===== src/rtl/decoder_3to8_strobe_pkg.sv =====
// Shared definitions for the 3-to-8 strobe decoder and its companion encoder.
package decoder_pkg;

    // Code and line widths shared with the 8-to-3 one-hot encoder block.
    localparam int CODE_W = 3;
    localparam int LINES  = 8;

    // Transaction sequencer states.
    typedef enum logic [1:0] {
        IDLE = 2'd0,
        HOLD = 2'd1,
        GAP  = 2'd2
    } state_e;

endpackage


===== src/rtl/decoder_3to8.sv =====
// Purely combinational 3-bit code to one-hot 8-bit line decoder.
module decoder_3to8
    import decoder_pkg::*;
(
    input  logic [CODE_W-1:0] code_i,
    output logic [LINES-1:0]  onehot_o
);

    // Exactly one line set, at the position named by the code.
    always_comb begin
        onehot_o         = '0;
        onehot_o[code_i] = 1'b1;
    end

endmodule


===== src/rtl/decoder_3to8_strobe.sv =====
// Sequenced 3-to-8 decoder: accepts a code over valid/ready, holds the
// matching one-hot line for HOLD_CYCLES, then forces GAP_CYCLES of idle.
module decoder_3to8_strobe
    import decoder_pkg::*;
#(
    parameter int HOLD_CYCLES = 4,
    parameter int GAP_CYCLES  = 1
) (
    input  logic              clk,
    input  logic              rst,
    input  logic              en,
    input  logic [CODE_W-1:0] din,
    input  logic              din_valid,
    output logic              din_ready,
    output logic [LINES-1:0]  dout,
    output logic              dout_valid,
    output logic              busy,
    output logic              done
);

    localparam int MAX_CNT = (HOLD_CYCLES > GAP_CYCLES) ? HOLD_CYCLES : GAP_CYCLES;
    localparam int CNT_W   = $clog2(MAX_CNT + 1);
    localparam bit HAS_GAP = (GAP_CYCLES > 0);

    localparam logic [CNT_W-1:0] HOLD_LOAD = CNT_W'(HOLD_CYCLES - 1);
    localparam logic [CNT_W-1:0] GAP_LOAD  = HAS_GAP ? CNT_W'(GAP_CYCLES - 1) : '0;

    if (HOLD_CYCLES < 1) begin : g_chk_hold
        $fatal(1, "decoder_3to8_strobe: HOLD_CYCLES must be >= 1");
    end
    if (GAP_CYCLES < 0) begin : g_chk_gap
        $fatal(1, "decoder_3to8_strobe: GAP_CYCLES must be >= 0");
    end

    state_e             state_q, state_d;
    logic [CNT_W-1:0]   cnt_q,   cnt_d;
    logic [LINES-1:0]   dout_q,  dout_d;
    logic [LINES-1:0]   line_dec;

    decoder_3to8 u_core (
        .code_i   (din),
        .onehot_o (line_dec)
    );

    // State, counter and output line registers with synchronous reset.
    always_ff @(posedge clk) begin
        if (rst) begin
            state_q <= IDLE;
            cnt_q   <= '0;
            dout_q  <= '0;
        end else begin
            state_q <= state_d;
            cnt_q   <= cnt_d;
            dout_q  <= dout_d;
        end
    end

    // Next-state, counter reload/decrement, handshake and done decode.
    always_comb begin
        state_d   = state_q;
        cnt_d     = cnt_q;
        dout_d    = dout_q;
        din_ready = 1'b0;
        done      = 1'b0;
        unique case (state_q)
            IDLE: begin
                din_ready = en;
                if (din_valid && en) begin
                    dout_d  = line_dec;
                    cnt_d   = HOLD_LOAD;
                    state_d = HOLD;
                end
            end
            HOLD: begin
                if (cnt_q != '0) begin
                    cnt_d = cnt_q - 1'b1;
                end else if (HAS_GAP) begin
                    state_d = GAP;
                    cnt_d   = GAP_LOAD;
                    dout_d  = '0;
                end else begin
                    state_d = IDLE;
                    dout_d  = '0;
                    done    = 1'b1;
                end
            end
            GAP: begin
                dout_d = '0;
                if (cnt_q != '0) begin
                    cnt_d = cnt_q - 1'b1;
                end else begin
                    state_d = IDLE;
                    done    = 1'b1;
                end
            end
            default: begin
                state_d = IDLE;
                cnt_d   = '0;
                dout_d  = '0;
            end
        endcase
    end

    assign dout       = dout_q;
    assign dout_valid = (state_q == HOLD);
    assign busy       = (state_q != IDLE);

endmodule


===== config.mk =====
export PLATFORM = sky130hd
export DESIGN_NAME = decoder_3to8_strobe
export DESIGN_NICKNAME = d
export VERILOG_FILES = /design/src/rtl/decoder_3to8_strobe_pkg.sv /design/src/rtl/decoder_3to8.sv /design/src/rtl/decoder_3to8_strobe.sv
export SDC_FILE = /design/constraint.sdc
export NUM_CORES = 1
export LEC_CHECK = 0
export BUFFER_PORTS_ARGS = -buffer_cell sky130_fd_sc_hd__buf_4
export CAP_MARGIN = 20
export CORE_MARGIN = 2
export CORE_UTILIZATION = 45
export CTS_BUF_LIST = sky130_fd_sc_hd__clkbuf_4
export CTS_CLUSTER_DIAMETER = 200
export DETAILED_ROUTE_END_ITERATION = 10
export PLACE_DENSITY = 0.71
export SYNTH_ARGS = -nofsm -noshare
export SYNTH_HDL_FRONTEND = slang
export SYNTH_SLANG_ARGS = --single-unit

===== constraint.sdc =====
create_clock -name clk -period 2.1 [get_ports clk]
set_clock_uncertainty 0.05 [all_clocks]
set_input_delay 0.21 -clock clk [delete_from_list [all_inputs] [get_ports clk]]
set_output_delay 0.21 -clock clk [all_outputs]
set_load 0.02 [all_outputs]

After elaboration in Yosys (flattened, before gate mapping) --
Index checks and enable logic that the tools add are counted.
Word-level totals: bits in registers 13, input bits 7, output and inout bits 12, word-level logic and storage cells 36
Cells by class: add/sub/neg operators 1, order comparisons 2, equality and inequality tests 6, mux-type cells 16, reductions and logical operators 8
Operators with widths (number):
- two-way mux 8 bit | 2
- case mux 8 bit (2 select lines) | 1
- two-way mux 3 bit | 3
- case mux 3 bit (3 select lines) | 1
- != test 2 bit, second input constant | 4
- two-way mux 2 bit | 3
- case mux 2 bit (3 select lines) | 1
- less-than comparator 3 x 4 -> 1 bit, second input constant | 1
- two-way mux 1 bit | 4
- AND reduction 2 bit | 2
- demux 1 bit (select 3 bit) | 1
- greater-or-equal comparator 3 x 1 -> 1 bit, second input constant | 1
- AND reduction 3 bit | 1
- nonzero test 3 bit | 1
- subtractor 3 x 1 -> 3 bit, second input constant | 1
- equality test 2 x 1 -> 1 bit, second input constant | 1
- equality test 2 bit, second input constant | 1
- logical AND 1 bit | 2
- zero test 2 bit | 1
- nonzero test 2 bit | 1

Logic depth before layout (Yosys ltp) --
depth in word-level cells 6, depth in mapped cells 7

Cells and area by module --
A second synthesis with hierarchy kept.
Second synthesis, totals: cell total of the unflattened synthesis 87, area, all modules 738.2 um^2
Modules (own cells, without submodules):
- decoder_3to8_strobe | times used 1, cells each 79, area each 673.1 um^2, seq. area each 260.2 um^2
- decoder_3to8 | times used 1, cells each 8, area each 65.1 um^2, seq. area each 0.0 um^2

Worst setup path before layout --
No wires, ideal clock.
path kind register -> register, start register cnt_q[0], end register dout_q[5] (netlist: dout[5]), setup time 0.132 ns, data arrival time 1.497 ns, required time 1.918 ns, setup slack 0.421 ns, stages on the path, launching flop included 8, buffers on the path 1, path through dfxtp_1 -> inv_1 -> ha_1 -> nor2b_2 -> a211oi_2 -> buf_2 -> or3_1 -> a21oi_1
Between the ends: word-level cells in the longest chain between the ends 3
RTL lines:
- start: declaration | line decoder_3to8_strobe.sv:36 | logic [CNT_W-1:0] cnt_q, cnt_d;
- start signal: assignment | line decoder_3to8_strobe.sv:53 | cnt_q <= cnt_d;
- nonzero test 3 bit | line decoder_3to8_strobe.sv:75 | if (cnt_q != '0) begin
- != test 2 bit (no line)
- AND reduction 2 bit (no line)
- end signal: assignment | line decoder_3to8_strobe.sv:54 | dout_q <= dout_d;
- end: declaration | line decoder_3to8_strobe.sv:37 | logic [LINES-1:0] dout_q, dout_d;
Every way passes these cells. A chain may end at the register's enable or synchronous reset.

Final worst setup path --
start register cnt_q[0], end register dout_q[1] (netlist: dout[1])
Same word-level chain as after synthesis.

==> impl_metrics.prom <==
# TYPE chip_impl_metric gauge
chip_impl_metric{name="die-height",unit="µm"} 42.7
chip_impl_metric{name="layout.core_utilization",unit=""} 0.624
chip_impl_metric{name="synth-edff-count",unit=""} 0
chip_impl_metric{name="synthDominantCellAreaShare",unit=""} 0.386
chip_impl_metric{name="irDropWorstVdd",unit="mV"} 0.398
chip_impl_metric{name="cts_post_setup_buffers_inserted",unit=""} 0
chip_impl_metric{name="grt_usage",unit=""} 0.163
chip_impl_metric{name="hpwl",unit="mm"} 1.00
chip_impl_metric{name="drt_first_iter_violations",unit=""} 9
chip_impl_metric{name="post_synth_instance_area",unit="µm²"} 674
chip_impl_metric{name="max_freq",unit="MHz"} 532
chip_impl_metric{name="crit_required",unit="ns"} 2.26
chip_impl_info{name="cts-root-buf",value="sky130_fd_sc_hd__clkbuf_4"} 1
chip_impl_metric{name="h-tree-depth",unit=""} 1
chip_impl_metric{name="wire_per_inst",unit="µm"} 11.5
chip_impl_metric{name="yosysWarningCount",unit=""} 0
chip_impl_metric{name="dieArea",unit="µm²"} 1820
chip_impl_metric{name="final_layout_size_suffix_gt1_frac",unit=""} 0.275
chip_impl_metric{name="grt_start_max_net_pins",unit=""} 17
chip_impl_info{name="final_cell_mix",value="19 x sky130_fd_sc_hd__buf_4, 14 x sky130_fd_sc_hd__a21oi_1, 13 x sky130_fd_sc_hd__nand2_1, 13 x sky130_fd_sc_hd__dfxtp_1, 6 x sky130_fd_sc_hd__or3_1"} 1
chip_impl_metric{name="clkLatencyLatePin",unit="ns"} 0.27
chip_impl_metric{name="post_synth_arst_share",unit=""} 0
chip_impl_metric{name="first_pass_grt_wire_length",unit="mm"} 2.24
chip_impl_metric{name="filler_cell_count",unit=""} 136
chip_impl_info{name="commonest_non_fill_non_tap_cell_in_the_layout",value="sky130_fd_sc_hd__buf_4"} 1
chip_impl_metric{name="postSynthAreaPerCell",unit="µm²"} 8.13
chip_impl_metric{name="cts_max_path_buffers",unit=""} 2
chip_impl_metric{name="final-max-slew-violation-count",unit=""} 0
chip_impl_metric{name="place_congestion",unit=""} 0.781
chip_impl_info{name="critical_path_class",value="flop to flop"} 1
chip_impl_metric{name="setup-tns-final",unit="ns"} 0
chip_impl_metric{name="core_region_area",unit="µm²"} 1350
chip_impl_metric{name="routed_wirelength",unit="mm"} 1.34
chip_impl_metric{name="report.final.setup_viol",unit=""} 0
chip_impl_metric{name="synth_seq_cells",unit=""} 13
chip_impl_info{name="synthDominantAreaCellType",value="sky130_fd_sc_hd__dfxtp_1"} 1
chip_impl_info{name="startpoint_type",value="flop"} 1
chip_impl_metric{name="vias_in_the_first_global_route",unit=""} 528
chip_impl_metric{name="sequentialPowerShare",unit=""} 0.469
chip_impl_metric{name="die_x",unit="µm"} 42.7
chip_impl_info{name="end_kind",value="flop"} 1
chip_impl_metric{name="1st_pass_router_iterations",unit=""} 5
chip_impl_metric{name="initial_core_util",unit=""} 0.500
chip_impl_metric{name="synth_cells",unit=""} 83
chip_impl_metric{name="synthesized_nets",unit=""} 92
chip_impl_info{name="cts_tree",value="yes"} 1
chip_impl_metric{name="tritoncts_num_sinks",unit=""} 13
chip_impl_metric{name="antenna_found_initial",unit=""} 0
chip_impl_metric{name="cellInternalPower",unit="mW"} 0.413
chip_impl_metric{name="post_cts_resize_count",unit=""} 0
chip_impl_metric{name="floorplan.io_pins",unit=""} 19
chip_impl_metric{name="pwr-share-clk",unit=""} 0.276
chip_impl_metric{name="routed-via-count",unit=""} 623
chip_impl_metric{name="post_drt_via_cell_ratio",unit=""} 5.32
chip_impl_metric{name="finalCritPeriodShare",unit=""} 0.895
chip_impl_metric{name="total_switching_power",unit="mW"} 0.178
chip_impl_metric{name="synth_cell_type_count",unit=""} 27
chip_impl_metric{name="seqCellArea",unit="µm²"} 260
chip_impl_metric{name="antenna_violating_nets_post_route",unit=""} 0
chip_impl_metric{name="leakagePower",unit="nW"} 0.344
chip_impl_metric{name="switching_share",unit=""} 0.301
chip_impl_metric{name="maxCapViolCount",unit=""} 0
chip_impl_metric{name="worst_tran_pin_value",unit="ns"} 0.447
chip_impl_metric{name="final-hold-violation-count",unit=""} 0
chip_impl_metric{name="multi_input_comb_area",unit="µm²"} 379
chip_impl_metric{name="remaining_drc_errors",unit=""} 0
chip_impl_info{name="synth_top_cells_by_area",value="sky130_fd_sc_hd__dfxtp_1 39%, sky130_fd_sc_hd__a21oi_1 10%, sky130_fd_sc_hd__nand2_1 7.2%"} 1
chip_impl_metric{name="final_period_minus_worst_setup_slack",unit="ns"} 1.88
chip_impl_metric{name="final_net_count",unit=""} 112
chip_impl_metric{name="buffer_ports.inserted",unit=""} 18
chip_impl_metric{name="grt.overflow.total",unit=""} 0
chip_impl_metric{name="slew_headroom",unit=""} 0.701
chip_impl_metric{name="timing.critical_path.arrival",unit="ns"} 2.04
chip_impl_info{name="rsz0062_at_grt",value="false"} 1
chip_impl_metric{name="flow.area_growth_from_synthesis",unit="%"} 24.9
chip_impl_metric{name="placement_rows",unit=""} 13
chip_impl_info{name="synthFlopType",value="sky130_fd_sc_hd__dfxtp_1"} 1
chip_impl_metric{name="worst_setup_hold_path_clk_slew",unit="ns"} 0.07
chip_impl_metric{name="power.share.combinational",unit=""} 0.255
chip_impl_metric{name="hold_buffers",unit=""} 0
chip_impl_info{name="holdCritPathClass",value="input port to flop"} 1
chip_impl_metric{name="antenna_cells",unit=""} 0
chip_impl_metric{name="power_density",unit="nW/µm²"} 702
chip_impl_metric{name="seq_area_frac_synth",unit=""} 0.386
chip_impl_metric{name="cts_buffers",unit=""} 3
chip_impl_info{name="status",value="completed"} 1
chip_impl_metric{name="worstPathMaxFanout",unit=""} 16
-- layout make-up --
cell class                      count  area share
Multi-Input combinational cell     63       0.450
Sequential cell                    13       0.309
Timing Repair Buffer               19       0.169
Clock buffer                        4      0.0357
Tap cell                           15      0.0223
Inverter                            3      0.0134
-- kinds of logic after synthesis --
logic type | count (synthesis) | share of synthesized area
DFF | 13 | 0.386
AOI/OAI and AO/OA | 22 | 0.191
buffers and inverters | 7 | 0.0519
muxes | 1 | 0.0148
adders and majority gates | 2 | 0.0371
and+or+nand+nor | 38 | 0.319
-- synth_stat cells (2+ instances only) --
cell type and count:
sky130_fd_sc_hd__nor2_1 5, sky130_fd_sc_hd__nand2_1 13, sky130_fd_sc_hd__dfxtp_1 13, sky130_fd_sc_hd__nand2b_1 3, sky130_fd_sc_hd__or3_1 6, sky130_fd_sc_hd__or4_1 2, sky130_fd_sc_hd__a31oi_1 3, sky130_fd_sc_hd__a21oi_1 14
sky130_fd_sc_hd__a211oi_1 2, sky130_fd_sc_hd__clkbuf_1 2, sky130_fd_sc_hd__ha_1 2, sky130_fd_sc_hd__inv_1 3
-- worst max-delay path, stage by stage, from the launching register on --
cell and delay (ns):
sky130_fd_sc_hd__dfxtp_1 0.34, sky130_fd_sc_hd__inv_1 0.10, sky130_fd_sc_hd__ha_1 0.18, sky130_fd_sc_hd__nor2b_2 0.24, sky130_fd_sc_hd__a211oi_2 0.10, sky130_fd_sc_hd__buf_4 0.20, sky130_fd_sc_hd__or4_1 0.47, sky130_fd_sc_hd__a21oi_1 0.14
-- state kept, by name, indices dropped and copies added, names as in the netlist --
name,flops
cnt_q,3
dout,8
state_q,2
-- power by group through the flow --
stage / clock (mW) / combinational [mW] / sequential, mW
floorplan: 0 / 0.105 / 0.281
global placement: 0 / 0.150 / 0.282
detailed placement: 0 / 0.152 / 0.283
CTS: 0.171 / 0.152 / 0.277
global route: 0.178 / 0.171 / 0.280
finish: 0.163 / 0.151 / 0.277
-- metrics by stage --
stage	power [mW]	instance area, µm²	cells	hold slack [ns]	setup slack [ns]
6_report	0.591	842	117	0.152	0.220
5_1_grt	0.629	842	117	0.151	0.0332
2_1_floorplan	0.386	674	83	0.233	0.421
4_1_cts	0.600	842	117	0.147	0.217
3_5_place_dp	0.434	812	113	0.397	0.241
3_3_place_gp	0.432	812	113	0.392	0.291
-- worst paths after layout --
path | startpoint | endpoint | slack [ns] | cells after the start
min reg2reg | dout[0] | dout[0] | 0.40 | 2
max reg2reg | cnt_q[0] | dout[1] | 0.22 | 7
min | rst | dout[1] | 0.15 | 2
max | cnt_q[0] | dout[1] | 0.22 | 7
-- layer usage --
metal,global-route usage,vias to the layer above,share of wire
met5,0,-,0
met4,0.0563,0,0.0022
met3,0.0681,2,0.053
met2,0.221,18,0.44
met1,0.229,273,0.50
li1,-,330,-
Power figures use the tool's default switching activity.
